## config.mk

```make
export PLATFORM = sky130hd
export DESIGN_NAME = gpif_burst_reader
export DESIGN_NICKNAME = d
export VERILOG_FILES = /design/src/rtl/gpif_burst_reader.sv
export SDC_FILE = /design/constraint.sdc
export NUM_CORES = 1
export LEC_CHECK = 0
export ABC_AREA = 0
export CAP_MARGIN = 20
export CORE_UTILIZATION = 55
export DETAILED_ROUTE_END_ITERATION = 8
export PLACE_DENSITY = 0.88
export SLEW_MARGIN = 15
export SYNTH_ARGS = -nofsm -noshare
export SYNTH_HDL_FRONTEND = slang
export SYNTH_SLANG_ARGS = --single-unit
```

## constraint.sdc

```tcl
create_clock -name clock -period 3.21 [get_ports clock]
set_input_delay 0.642 -clock clock [delete_from_list [all_inputs] [get_ports clock]]
set_output_delay 0.642 -clock clock [all_outputs]
set_load 0.02 [all_outputs]
```

## src/rtl/gpif_burst_reader.sv

```systemverilog
// gpif_burst_reader: host-side GPIF master that reads fixed-length bursts of words from a producer.
//
// Ports:
//   clock, nReset             rising-edge clock, asynchronous active-low reset
//   enable                    1 = run a capture session, 0 = stop once the current burst has finished
//   dataAvailable             producer has at least BURST_WORDS words buffered
//   bufferError               producer overflow flag
//   databus                   sample data from the producer
//   collectData, readData     buffering request and read strobe to the producer
//   wordValid, wordOut        captured word, registered, valid for one cycle
//   burstCount                number of bursts completed in this session (wraps)
//   overflowSeen              sticky flag: bufferError was seen while busy
//   patternErrors             saturating count of test-pattern mismatches
//   busy                      high in any state other than IDLE
//
// Build option: define PATTERN_CHECK_EN to check the producer test pattern.
// The pattern is: bits [9:0] count up by 1 mod 1024, and every higher bit is 0.
// Without the macro, patternErrors is tied to zero.
module gpif_burst_reader #(
    parameter int BURST_WORDS  = 8192,
    parameter int READ_LATENCY = 2,
    parameter int DATA_WIDTH   = 16
) (
    input  logic                  clock,
    input  logic                  nReset,
    input  logic                  enable,
    input  logic                  dataAvailable,
    input  logic                  bufferError,
    input  logic [DATA_WIDTH-1:0] databus,
    output logic                  collectData,
    output logic                  readData,
    output logic                  wordValid,
    output logic [DATA_WIDTH-1:0] wordOut,
    output logic [31:0]           burstCount,
    output logic                  overflowSeen,
    output logic [15:0]           patternErrors,
    output logic                  busy
);
    localparam int CW = $clog2(BURST_WORDS + 1);

    typedef enum logic [2:0] {IDLE, ARM, REQ, XFER, DONE} state_t;

    state_t                  state, state_nxt;
    logic [CW-1:0]           rd_cnt, cap_cnt;
    logic [READ_LATENCY-1:0] rd_pipe;
    logic                    sample, last_sample, session_start;

    // The read strobe, delayed by READ_LATENCY cycles, marks the cycles whose databus holds a word.
    assign sample        = rd_pipe[READ_LATENCY-1];
    assign last_sample   = sample && cap_cnt == CW'(BURST_WORDS - 1);
    assign session_start = state == IDLE && enable;

    always_ff @(posedge clock or negedge nReset) begin
        if (!nReset) state <= IDLE;
        else         state <= state_nxt;
    end

    always_comb begin
        state_nxt   = state;
        collectData = 1'b1;
        readData    = 1'b0;
        busy        = 1'b1;
        case (state)
            IDLE: begin
                collectData = 1'b0;
                busy        = 1'b0;
                if (enable) state_nxt = ARM;
            end
            ARM:  state_nxt = !enable ? IDLE : dataAvailable ? REQ : ARM;
            REQ: begin
                readData  = 1'b1;
                state_nxt = XFER;
            end
            // The burst length is fixed, so a falling enable or dataAvailable is ignored here.
            XFER: begin
                readData = rd_cnt < CW'(BURST_WORDS);
                if (last_sample) state_nxt = DONE;
            end
            DONE:    state_nxt = enable ? ARM : IDLE;
            default: state_nxt = IDLE;
        endcase
    end

    // Strobes issued and words captured are counted separately.
    // With READ_LATENCY > 0, the strobe ends while captures are still arriving.
    always_ff @(posedge clock or negedge nReset) begin
        if (!nReset) begin
            rd_cnt  <= '0;
            cap_cnt <= '0;
            rd_pipe <= '0;
        end else begin
            if (state == REQ || state == XFER) begin
                if (readData) rd_cnt <= rd_cnt + 1'b1;
            end else begin
                rd_cnt <= '0;
            end
            if (sample) cap_cnt <= last_sample ? '0 : cap_cnt + 1'b1;
            rd_pipe <= READ_LATENCY'({rd_pipe, readData});
        end
    end

    always_ff @(posedge clock or negedge nReset) begin
        if (!nReset) begin
            wordValid    <= 1'b0;
            wordOut      <= '0;
            burstCount   <= '0;
            overflowSeen <= 1'b0;
        end else begin
            wordValid <= sample;
            if (sample) wordOut <= databus;
            if (session_start)    burstCount <= '0;
            else if (last_sample) burstCount <= burstCount + 32'd1;
            if (session_start)            overflowSeen <= 1'b0;
            else if (busy && bufferError) overflowSeen <= 1'b1;
        end
    end

`ifdef PATTERN_CHECK_EN
    logic       seeded;
    logic [9:0] exp_lo;
    logic       pat_ok;

    assign pat_ok = databus == DATA_WIDTH'(exp_lo);

    // The next expected word is always the received word + 1.
    // On a match this simply advances the expectation; on a mismatch it re-seeds from the received word.
    always_ff @(posedge clock or negedge nReset) begin
        if (!nReset) begin
            seeded        <= 1'b0;
            exp_lo        <= '0;
            patternErrors <= '0;
        end else if (session_start) begin
            seeded        <= 1'b0;
            exp_lo        <= '0;
            patternErrors <= '0;
        end else if (sample) begin
            seeded <= 1'b1;
            exp_lo <= databus[9:0] + 10'd1;
            if (seeded && !pat_ok && patternErrors != 16'hFFFF)
                patternErrors <= patternErrors + 16'd1;
        end
    end
`else
    assign patternErrors = '0;
`endif

endmodule

```

Word-level counts from Yosys, hierarchy flattened
Cells that the tools add are included.
{"block": "word_totals", "reg_bits": 83, "input_bits": 21, "out_inout_bits": 69, "wordCells": 43}
{"block": "op_classes", "addsub": 3, "n_lt_le_gt_ge": 1, "n_eq_ne": 8, "muxes": 15, "n_reduce_logical": 8}
{"cell": "2-to-1 mux 32 bit", "n": 2}
{"cell": "2-to-1 mux 14 bit", "n": 3}
{"cell": "adder 32 x 1 -> 32 bit (second input constant)", "n": 1}
{"cell": "adder 14 x 1 -> 14 bit (second input constant)", "n": 2}
{"cell": "case mux 3 bit (5 select lines)", "n": 1}
{"cell": "equality test 14 x 13 -> 1 bit (second input constant)", "n": 1}
{"cell": "less-than comparator 14 bit (second input constant)", "n": 1}
{"cell": "equality test 3 x 2 -> 1 bit (second input constant)", "n": 2}
{"cell": "2-to-1 mux 3 bit", "n": 2}
{"cell": "inequality test 2 bit (second input constant)", "n": 3}
{"cell": "2-to-1 mux 1 bit", "n": 4}
{"cell": "2-to-1 mux 2 bit", "n": 2}
{"cell": "nonzero test 2 bit", "n": 2}
{"cell": "equality test 3 x 1 -> 1 bit (second input constant)", "n": 1}
{"cell": "equality test 3 bit (second input constant)", "n": 1}
{"cell": "logical AND 1 bit", "n": 3}
{"cell": "zero test 3 bit", "n": 1}
{"cell": "case mux 1 bit (2 select lines)", "n": 1}
{"cell": "AND reduction 2 bit", "n": 1}
{"cell": "logical OR 1 bit", "n": 1}

Logic depth before layout (Yosys ltp)
{"block": "depth", "ltp_word": 5, "mapped_depth": 7, "ltp_nobuf": 5}

Worst setup path before layout
No wires, ideal clock.
{"block": "synth_timing", "kind": "reg-to-output", "startpoint": "register state[2]", "endpoint": "output readData", "arrival_time_ps": 1275, "required_ps": 2568, "setup_slack_ps": 1293, "stages_incl_launch_ff": 5, "n_path_buf": 2, "path_cell_list": "dfrtp_1 nand2b_1 clkbuf_1 clkbuf_1 nor2_1"}
{"block": "synth_via", "elab_chain_len": 2, "elab_cells_between_ends": 3, "classes_between": "eq/ne: 2; mux: 1"}
{"item": "start: declaration", "line_no": "43", "source": "state_t state, state_nxt;"}
{"item": "start signal: assignment", "line_no": "55", "source": "else state <= state_nxt;"}
{"item": "equality test 3 x 2 -> 1 bit", "line_no": "63", "source": "case (state)"}
{"item": "case mux 1 bit (2 select lines) (*)", "line_no": "63"}
{"item": "end: declaration", "line_no": "31", "source": "output logic readData,"}
Mark *: on every way between the ends. The rest lies on a longest branch, timed or not.

Worst setup path in the final report
{"block": "layout_timing", "startpoint": "register state[0]", "endpoint": "output readData"}
Same word-level chain as after synthesis.

==> impl_metrics.json <==
{
  "gr-usage-all-layers_pct": 24.4,
  "drc_errors": 0,
  "wirelength_microns": 8990,
  "drt_pass1_iterations": 5,
  "synth.mux.area_fraction_pct": 6.70,
  "ff2ff_setup_slack_ns": 0.79,
  "main_combinational_cell_family_by_area_after_synthesis": "simple AND/OR/NAND/NOR gates",
  "grt_pass1_vias": 3245,
  "clock_latency_on_the_worst_skew_pair_ns": 0.35,
  "design.final.nets": 501,
  "cts_buffers": 9,
  "cts.repair_timing.setup_buffer_count": 0,
  "port_buffers": 73,
  "std_cell_rows": 31,
  "final.min_clock_period_ns": 2.51,
  "adder_cell_share_of_the_synthesized_area_pct": 0.894,
  "antenna_cells_inserted": 0,
  "slew_viol_final": 0,
  "static-leakage-power_nw": 2.06,
  "synthXorXnorAreaFrac_pct": 3.96,
  "status": "completed",
  "synth_top_area_share_pct": 49.5,
  "worstPathMaxFanout": 7,
  "postSynthCellCount": 414,
  "vias_per_cell": 6.07,
  "grt_start_max_net_pins": 84,
  "post_synth_instance_area_sq_um": 4200,
  "synth_compound_gate_area_share_pct": 9.51,
  "finalClockSkew_ns": 0.0109,
  "worst_setup_path_end_kind": "output port",
  "wire_length_of_the_first_global_routing_pass_microns": 14900,
  "hold_violations": 0,
  "drt_first_iter_violations": 273,
  "synthArstFlopShare_pct": 100,
  "grt_setup_unrepaired": "no",
  "area_of_the_multi_input_gates_sq_um": 1930,
  "synthDominantAreaCellType": "sky130_fd_sc_hd__dfrtp_1",
  "worst_slew_margin_rel_pct": 46.8,
  "hp-class": "in -> async",
  "postLayoutCellArea_sq_um": 5160,
  "tightest_slew_ns": 0.796,
  "overall_die_height_microns": 89.4,
  "finalPower_mw": 3.77,
  "ys_ff_latch": 83,
  "die_footprint_sq_um": 7990,
  "final.period_utilization_pct": 78.3,
  "io_pins": 90,
  "final_antenna_net_count": 0,
  "irDropWorstVdd_mv": 0.568,
  "cts.root.buffer_cell": "sky130_fd_sc_hd__clkbuf_8",
  "vias": 3526,
  "detail_route.wl_per_cell_microns": 15.5,
  "num-fill-cells": 521,
  "synth_enable_flop_cells": 0,
  "yosysWarningCount": 0,
  "reg2regPathDepth": 5,
  "power_density_nw_per_um2": 732,
  "gpl.final_weighted_congestion": 0.928,
  "crit-reg2reg-capture": "burstCount[22]$_DFFE_PN0P_",
  "hold_buffer_count_at_cts": 0,
  "achievable-frequency_ghz": 0.398,
  "number_of_antenna_violations_at_the_first_check_in_global_routing": 0,
  "max_cap_violations": 0,
  "distinct_cell_type_count_of_the_synthesized_netlist": 40,
  "startpoint_of_the_lowest_slack_register_to_register_path": "cap_cnt[0]$_DFFE_PN0P_",
  "cts.sink_count": 83,
  "layout_setup_ws_ns": 0.696,
  "cts.repair.resized": 0,
  "area.sequential_sq_um": 2080,
  "start_util_pct": 57.3,
  "synth_ff_type": "sky130_fd_sc_hd__dfrtp_1",
  "placeableCoreArea_sq_um": 7330,
  "max-clock-path-buffers": 2,
  "synth_area_leaders": "sky130_fd_sc_hd__dfrtp_1 49%, sky130_fd_sc_hd__mux2_2 4.6%, sky130_fd_sc_hd__nand4_1 3.7%",
  "syn2layout_area_growth_pct": 22.8,
  "worst_setup_hold_path_clk_slew_ns": 0.09,
  "setup-tns-final_ns": 0,
  "yosys.area_share.simple_pct": 23.5,
  "dp.final_hpwl_microns": 6130,
  "setup-violations-final": 0,
  "die_width_microns": 89.4,
  "ys_seq_area_share_pct": 49.5,
  "cp.required_ns": 2.57,
  "cts-htree-levels": 3,
  "layout-drive-gt1-share_pct": 8.30,
  "worst-setup-path-type": "reg -> out",
  "clock_tree_from_tritoncts": "built",
  "dp_worst_setup_slack_ns": 0.777,
  "timing.critical_path.arrival_ns": 1.87,
  "start_kind": "register",
  "synth_area_per_cell_sq_um": 10.1,
  "placement.cell_area_sq_um": 4910,
  "overflow": 0
}
[where the power goes]
part / internal, mW / switching [mW] / leakage [nW] / total [mW]
clock network: 0.442 / 0.385 / 0.106 / 0.827
registers: 1.32 / 0.349 / 1.06 / 1.67
logic: 0.618 / 0.657 / 0.893 / 1.28
[cell usage after synthesis (all sizes together) (2+ instances only)]
master,instances
dfrtp,83
a21oi,30
nand2,30
nand4,26
buf,22
or4,21
o31ai,19
clkbuf,18
mux2,17
nor2,17
nand3,15
nor4,13
xnor2,12
o21ai,11
and4,10
mux2i,9
nand2b,9
or3,9
and3,8
xor2,7
inv,6
and2,4
ha,3
a31oi,2
nor3,2
nor4b,2
[kinds of logic (layout without fill, tap and decap cells)]
| kind of cell | count (synthesis) | after routing |
|---|---|---|
| mux | 26 | 26 |
| flops | 83 | 83 |
| simple gates | 169 | 169 |
| fa+ha+maj | 3 | 3 |
| compound gates | 67 | 67 |
| other cells | 1 | 16 |
| xor+xnor | 19 | 19 |
| buf+inv | 46 | 99 |
[area by class of cell]
cell class,count,share of cell area [%]
Sequential cell,83,40.3
Multi-Input combinational cell,300,37.5
Timing Repair Buffer,77,15.1
Clock buffer,9,2.40
Tap cell,99,2.40
Clock inverter,7,1.89
Inverter,6,0.437
[registers in the layout, indices dropped and copies added (netlist names)]
signal,cells
overflowSeen,1
state,3
cap_cnt,14
rd_pipe,2
wordValid,1
burstCount,32
wordOut,16
rd_cnt,14
[routing by layer]
metal  global-route usage, %  vias up  wire length [microns]
li1                        -     1636                      -
met1                    32.5     1731                   3810
met3                    5.26       22                    502
met5                       0        -                      0
met4                    10.2        0                    213
met2                    38.8      137                   4470
[placed cells by master, fill, tap and decap left out, types with 3 or more instances in the layout]
cell type	netlist	routed
sky130_fd_sc_hd__nand2b_1	9	9
sky130_fd_sc_hd__o31ai_1	19	19
sky130_fd_sc_hd__o21ai_0	11	11
sky130_fd_sc_hd__mux2_2	17	17
sky130_fd_sc_hd__xnor2_1	12	12
sky130_fd_sc_hd__or4_1	20	20
sky130_fd_sc_hd__xor2_1	7	7
sky130_fd_sc_hd__and4_1	10	10
sky130_fd_sc_hd__dfrtp_1	83	83
sky130_fd_sc_hd__nand4_1	25	25
sky130_fd_sc_hd__conb_1	1	16
sky130_fd_sc_hd__ha_1	3	3
sky130_fd_sc_hd__nand2_1	30	30
sky130_fd_sc_hd__inv_1	6	6
sky130_fd_sc_hd__or3_1	9	9
sky130_fd_sc_hd__nor2_1	17	17
sky130_fd_sc_hd__nand3_1	15	15
sky130_fd_sc_hd__clkbuf_8	0	9
sky130_fd_sc_hd__mux2i_1	9	9
sky130_fd_sc_hd__and3_1	8	8
sky130_fd_sc_hd__nor4_1	13	13
sky130_fd_sc_hd__and2_1	4	4
sky130_fd_sc_hd__a21oi_1	30	30
sky130_fd_sc_hd__buf_4	17	4
sky130_fd_sc_hd__clkdlybuf4s50_1	0	72
[worst max-delay path: stages (launching register included)]
cell,delay (ns)
sky130_fd_sc_hd__dfrtp_1,0.45
sky130_fd_sc_hd__and2_1,0.25
sky130_fd_sc_hd__nor2_1,0.18
sky130_fd_sc_hd__clkdlybuf4s50_1,0.64
[per-stage QoR]
step	util, %	hold WS [ns]	cells
floorplan	-	0.331	429
detailed placement	66.9	0.345	564
CTS	70.0	0.359	580
finish	70.3	0.147	581
global placement	66.9	0.332	564
global route	70.3	0.147	581
[how the worst max path moves through the flow]
| stage | cells after the start | slack (ns) | from | to |
|---|---|---|---|---|
| after detailed placement | 5 | 0.78 | cap_cnt[0]$_DFFE_PN0P_ | burstCount[22]$_DFFE_PN0P_ |
| after global placement | 5 | 0.90 | cap_cnt[0]$_DFFE_PN0P_ | burstCount[24]$_DFFE_PN0P_ |
| after global routing | 5 | 0.49 | cap_cnt[0]$_DFFE_PN0P_ | burstCount[14]$_DFFE_PN0P_ |
| after floorplan | 4 | 1.29 | state[2]$_DFFE_PN0P_ | readData |
| final | 3 | 0.70 | state[0]$_DFFE_PN0P_ | readData |
| after CTS | 3 | 0.68 | state[0]$_DFFE_PN0P_ | readData |
Power figures use the tool's default switching activity.
==> RTL change 1 (same settings) <==
The 5 states of `state_t` get a Gray code encoding in 3 bits.
--- a/src/rtl/gpif_burst_reader.sv
+++ b/src/rtl/gpif_burst_reader.sv
@@ -38,7 +38,7 @@
 );
     localparam int CW = $clog2(BURST_WORDS + 1);
 
-    typedef enum logic [2:0] {IDLE, ARM, REQ, XFER, DONE} state_t;
+    typedef enum logic [2:0] {IDLE = 3'b000, ARM = 3'b001, REQ = 3'b011, XFER = 3'b010, DONE = 3'b110} state_t;
 
     state_t                  state, state_nxt;
     logic [CW-1:0]           rd_cnt, cap_cnt;
Function: same outputs for any inputs over 10 cycles, from zero or initial values and one cycle with nReset low; not proved beyond that.
==> RTL change 1 against the unedited design <==
Register-to-register slack gained 100 ps; sequential cell count unchanged; cell area down 0.58%; wire length up 1.6%; area after synthesis shrank 0.98%; clock skew increased by 0.84 ps; worst setup slack worse by 150 ps; global-route usage decreased by 0.18 points; highest routed layer unchanged.
Power is not compared: it rests on default switching activity, and its combinational part moved more than twofold at a synthesized area within 25%.
==> RTL change 1: results (changes against the unedited design) <==
.. list-table::
   :header-rows: 1

   * - Metric
     - Value
   * - Run status
     - finished, final reports clean
   * - Sequential share of cell area
     - 0.4052 (+0.002360)
   * - Fraction of final layout cells with drive strength greater than 1
     - 0.08351 (+0.0005198)
   * - Clock network area share
     - 0.04491 (+0.001960)
   * - Pre-CTS worst setup slack
     - 944.8 ps (+167.5 ps)
   * - Sequential cell count
     - 83 (unchanged)
   * - Launching element of the worst setup path
     - state[2]$_DFFE_PN0P_
   * - Maximum fanout along the worst path
     - 13 (+6)
   * - Distinct cells, synth
     - 39 (-2.5%)
   * - Fillcell total
     - 544 (+4.4%)
   * - Final instance area
     - 0.005126 mm^2 (-0.58%)
   * - Instance area after placement
     - 0.004868 mm^2 (-0.79%)
   * - Buffer levels on the longest clock path
     - 2 (unchanged)
   * - Length of routed met2 wiring
     - 4.565 mm (+2.2%)
   * - Global-route wire length before repair
     - 14.68 mm (-1.5%)
   * - Initial DRT Pass Iterations
     - 4 (-1)
   * - Worst slew pin tran
     - 903.6 ps (+107.5 ps)
   * - Die X-Extent
     - 88.95 um (-0.48%)
   * - Worst-case clock skew
     - 11.75 ps (+0.8435 ps)
   * - Proportion of synthesized chip area in sequential cells
     - 0.4995 (+0.004912)
   * - Detailed-route via count
     - 3400 (-3.6%)
   * - Routed length on met1
     - 3.880 mm (+1.8%)
   * - Met3 global-route usage
     - 0.04894 (-0.003693)
   * - Net count of the finished layout
     - 498 (-0.60%)
   * - Final cell count without fillers
     - 578 (-0.52%)
   * - Met3 routed wirelength
     - 478 um (-4.8%)
   * - Placed cell count
     - 561 (-0.53%)
   * - Global Route met2 Usage
     - 0.3853 (-0.002610)
   * - Total Routing Usage GR
     - 0.2420 (-0.001839)
   * - Placed wire-length estimate
     - 6.043 mm (-1.5%)
   * - Number of global-route vias before repair
     - 3242 (-0.092%)
   * - Number of multi-input combinational cells in the layout
     - 295 (-1.7%)
   * - Wire per inst
     - 15.81 um (+2.2%)
   * - WP data arrival
     - 2030 ps (+160 ps)
   * - Grt met1 use
     - 0.3181 (-0.006811)
RTL change 1: worst paths after layout:
check / endpoint / slack (ps)
min in group clock: rd_pipe[1]$_DFF_PN0_ / 380
max: readData / 540
max in group asynchronous: rd_cnt[11]$_DFFE_PN0P_ / 2480
min reg2reg: rd_pipe[1]$_DFF_PN0_ / 380
max reg2reg: burstCount[3]$_DFFE_PN0P_ / 890
min: burstCount[27]$_DFFE_PN0P_ / 140
RTL change 1: logic make-up after synthesis:
| family | after synthesis | synth area share |
|---|---|---|
| other cells | 1 | 0.0009019 |
| mux | 29 | 0.07523 |
| buf+inv | 47 | 0.06018 |
| xor+xnor | 17 | 0.03581 |
| fa+ha+maj | 3 | 0.009029 |
| simple gates | 170 | 0.2299 |
| flops | 83 | 0.4995 |
| compound gates | 60 | 0.08938 |
RTL change 1: critical path: cells and delay by family, from the launching register on:
kind	cells	cell delay [ps]
buffers and inverters	1	640
flip-flops	1	450
AND/OR/NAND/NOR	2	590
==> RTL change 2 (config.mk and constraints unchanged) <==
Without the edit above. Add a define of `PATTERN_CHECK_EN`.
--- a/src/rtl/gpif_burst_reader.sv
+++ b/src/rtl/gpif_burst_reader.sv
@@ -16,6 +16,8 @@
 // Build option: define PATTERN_CHECK_EN to check the producer test pattern.
 // The pattern is: bits [9:0] count up by 1 mod 1024, and every higher bit is 0.
 // Without the macro, patternErrors is tied to zero.
+`define PATTERN_CHECK_EN
+
 module gpif_burst_reader #(
     parameter int BURST_WORDS  = 8192,
     parameter int READ_LATENCY = 2,
Formal check against the unedited RTL: not equivalent (Yosys sat finds a counterexample within 10 cycles, from zero or initial values and one cycle with nReset low).
==> RTL change 2 against the unedited design <==
Critical path depth unchanged; wire length up 33%; first-iteration DRC count down 15%; cell area is 30% higher; clock skew up 1.2 ps; area after synthesis up 31%; final cell count is 32% higher; sequential cell count increased by 27; worst setup slack worse by 42 ps; combinational power is 31% higher; synthesized cell count increased by 32%; power is 21% higher; critical path type unchanged.
==> RTL change 2: results (changes against the unedited design) <==
.. list-table::
   :header-rows: 1

   * - Metric
     - Value
   * - Run status
     - finished, final reports clean
   * - Fillcell total
     - 728 (+40%)
   * - Placed wire-length estimate
     - 8.343 mm (+36%)
   * - Final cell count without fillers
     - 767 (+32%)
   * - Final WL
     - 11.96 mm (+33%)
   * - Detailed-route via count
     - 4491 (+27%)
   * - Maximum fanout along the worst path
     - 7 (unchanged)
   * - Instance area after placement
     - 0.006540 mm^2 (+33%)
   * - Maximum number of pins on one net before global-route repair
     - 64 (-24%)
   * - Post-Synthesis Cells
     - 545 (+32%)
   * - Worst-case clock skew
     - 12.07 ps (+1.158 ps)
   * - Clock latency on the worst-skew pair
     - 370 ps (+20 ps)
   * - Leading post-synthesis cells by instance count
     - 110 x sky130_fd_sc_hd__dfrtp_1, 69 x sky130_fd_sc_hd__nor2_1, 37 x sky130_fd_sc_hd__xor2_1
   * - Initial DRC Count
     - 233 (-15%)
   * - Highest Clock Rate
     - 391.2 MHz (-1.7%)
   * - Placed cell count
     - 751 (+33%)
   * - Fraction of final layout cells with drive strength greater than 1
     - 0.08360 (+0.0006087)
   * - Net count of the finished layout
     - 655 (+31%)
   * - Area of all sequential standard cells
     - 0.002754 mm^2 (+33%)
   * - Pre-CTS worst setup slack
     - 568.6 ps (-208.7 ps)
   * - Gpl congestion
     - 0.9123 (-1.6%)
   * - Port Buf Inserts
     - 89 (+22%)
   * - Worst slew pin tran
     - 811.6 ps (+15.55 ps)
   * - Initial DRT Pass Iterations
     - 6 (+1)
   * - Proportion of synthesized chip area in sequential cells
     - 0.4989 (+0.004230)
   * - Number of cells on the worst reg-to-reg path
     - 6 (+1)
   * - WP data arrival
     - 1910 ps (+40 ps)
   * - Distinct cells, synth
     - 44 (+10%)
   * - Peak supply drop
     - 0.3353 mV (-41%)
   * - Top cells by area in the synthesized netlist
     - sky130_fd_sc_hd__dfrtp_1 50%, sky130_fd_sc_hd__xor2_1 5.9%, sky130_fd_sc_hd__nor2_1 4.7%
   * - Largest regs
     - burstCount (32), patternErrors (16), wordOut (16)
   * - Global-route wire length before repair
     - 19.76 mm (+33%)
   * - Leakage component of the power
     - 2.785 nW (+35%)
   * - Net switching power figure
     - 1.734 mW (+25%)
   * - Total Routing Usage GR
     - 0.2394 (-0.004432)
[RTL change 2: cell count changes in the layout (fill, tap and decap cells not counted), moves of 7 or more]
cell,change
sky130_fd_sc_hd__nor4_1,-8
sky130_fd_sc_hd__or4_1,-8
sky130_fd_sc_hd__conb_1,-16
sky130_fd_sc_hd__nor3_1,+7
sky130_fd_sc_hd__dfrtp_1,+26
sky130_fd_sc_hd__xnor2_1,+13
sky130_fd_sc_hd__nand3_1,+16
sky130_fd_sc_hd__nor2_1,+52
sky130_fd_sc_hd__xor2_1,+30
sky130_fd_sc_hd__o31ai_1,-8
sky130_fd_sc_hd__clkdlybuf4s50_1,+16
[RTL change 2: final cells by class]
cell class	instances	share of cell area
Timing Repair Buffer	98	0.1442
Tap cell	133	0.02478
Inverter	9	0.005031
Sequential cell	110	0.4101
Multi-Input combinational cell	401	0.3898
Clock buffer	10	0.01900
Clock inverter	6	0.007080
[RTL change 2: routing by layer]
metal / up-vias / GRT usage / part of all wire
li1: 2112 / - / -
met1: 2239 / 0.3127 / 0.43
met2: 125 / 0.4032 / 0.51
met3: 15 / 0.04241 / 0.046
met4: 0 / 0.08242 / 0.015
met5: - / 0 / 0
[RTL change 2: how the worst min path moves through the flow]
stage                    startpoint                          to  slack [ps]
2_1_floorplan  rd_pipe[0]$_DFF_PN0_        rd_pipe[1]$_DFF_PN0_         330
3_3_place_gp   rd_pipe[0]$_DFF_PN0_        rd_pipe[1]$_DFF_PN0_         330
3_5_place_dp   rd_pipe[0]$_DFF_PN0_        rd_pipe[1]$_DFF_PN0_         340
4_1_cts        rd_pipe[0]$_DFF_PN0_        rd_pipe[1]$_DFF_PN0_         370
5_1_grt        rd_pipe[0]$_DFF_PN0_        rd_pipe[1]$_DFF_PN0_         380
6_report                     nReset  burstCount[31]$_DFFE_PN0P_         350
[RTL change 2: kinds of logic after synthesis]
family	Yosys count	share of synthesized area
AO/OA/AOI/OAI	66	0.07506
XOR/XNOR	62	0.09841
adder cells (fa/ha/maj)	5	0.01134
buffers and inverters	34	0.02789
flip-flops	110	0.4989
multiplexers	24	0.04739
AND/OR/NAND/NOR	244	0.2410
[RTL change 2: power by group through the flow]
stage               Clock [mW]  Combinational [mW]  Sequential (mW)
floorplan                    0               0.789             2.31
global route             0.830                1.82             2.17
finish                   0.759                1.68             2.12
global placement             0                1.63             2.11
detailed placement           0                1.69             2.13
CTS                      0.778                1.69             2.11
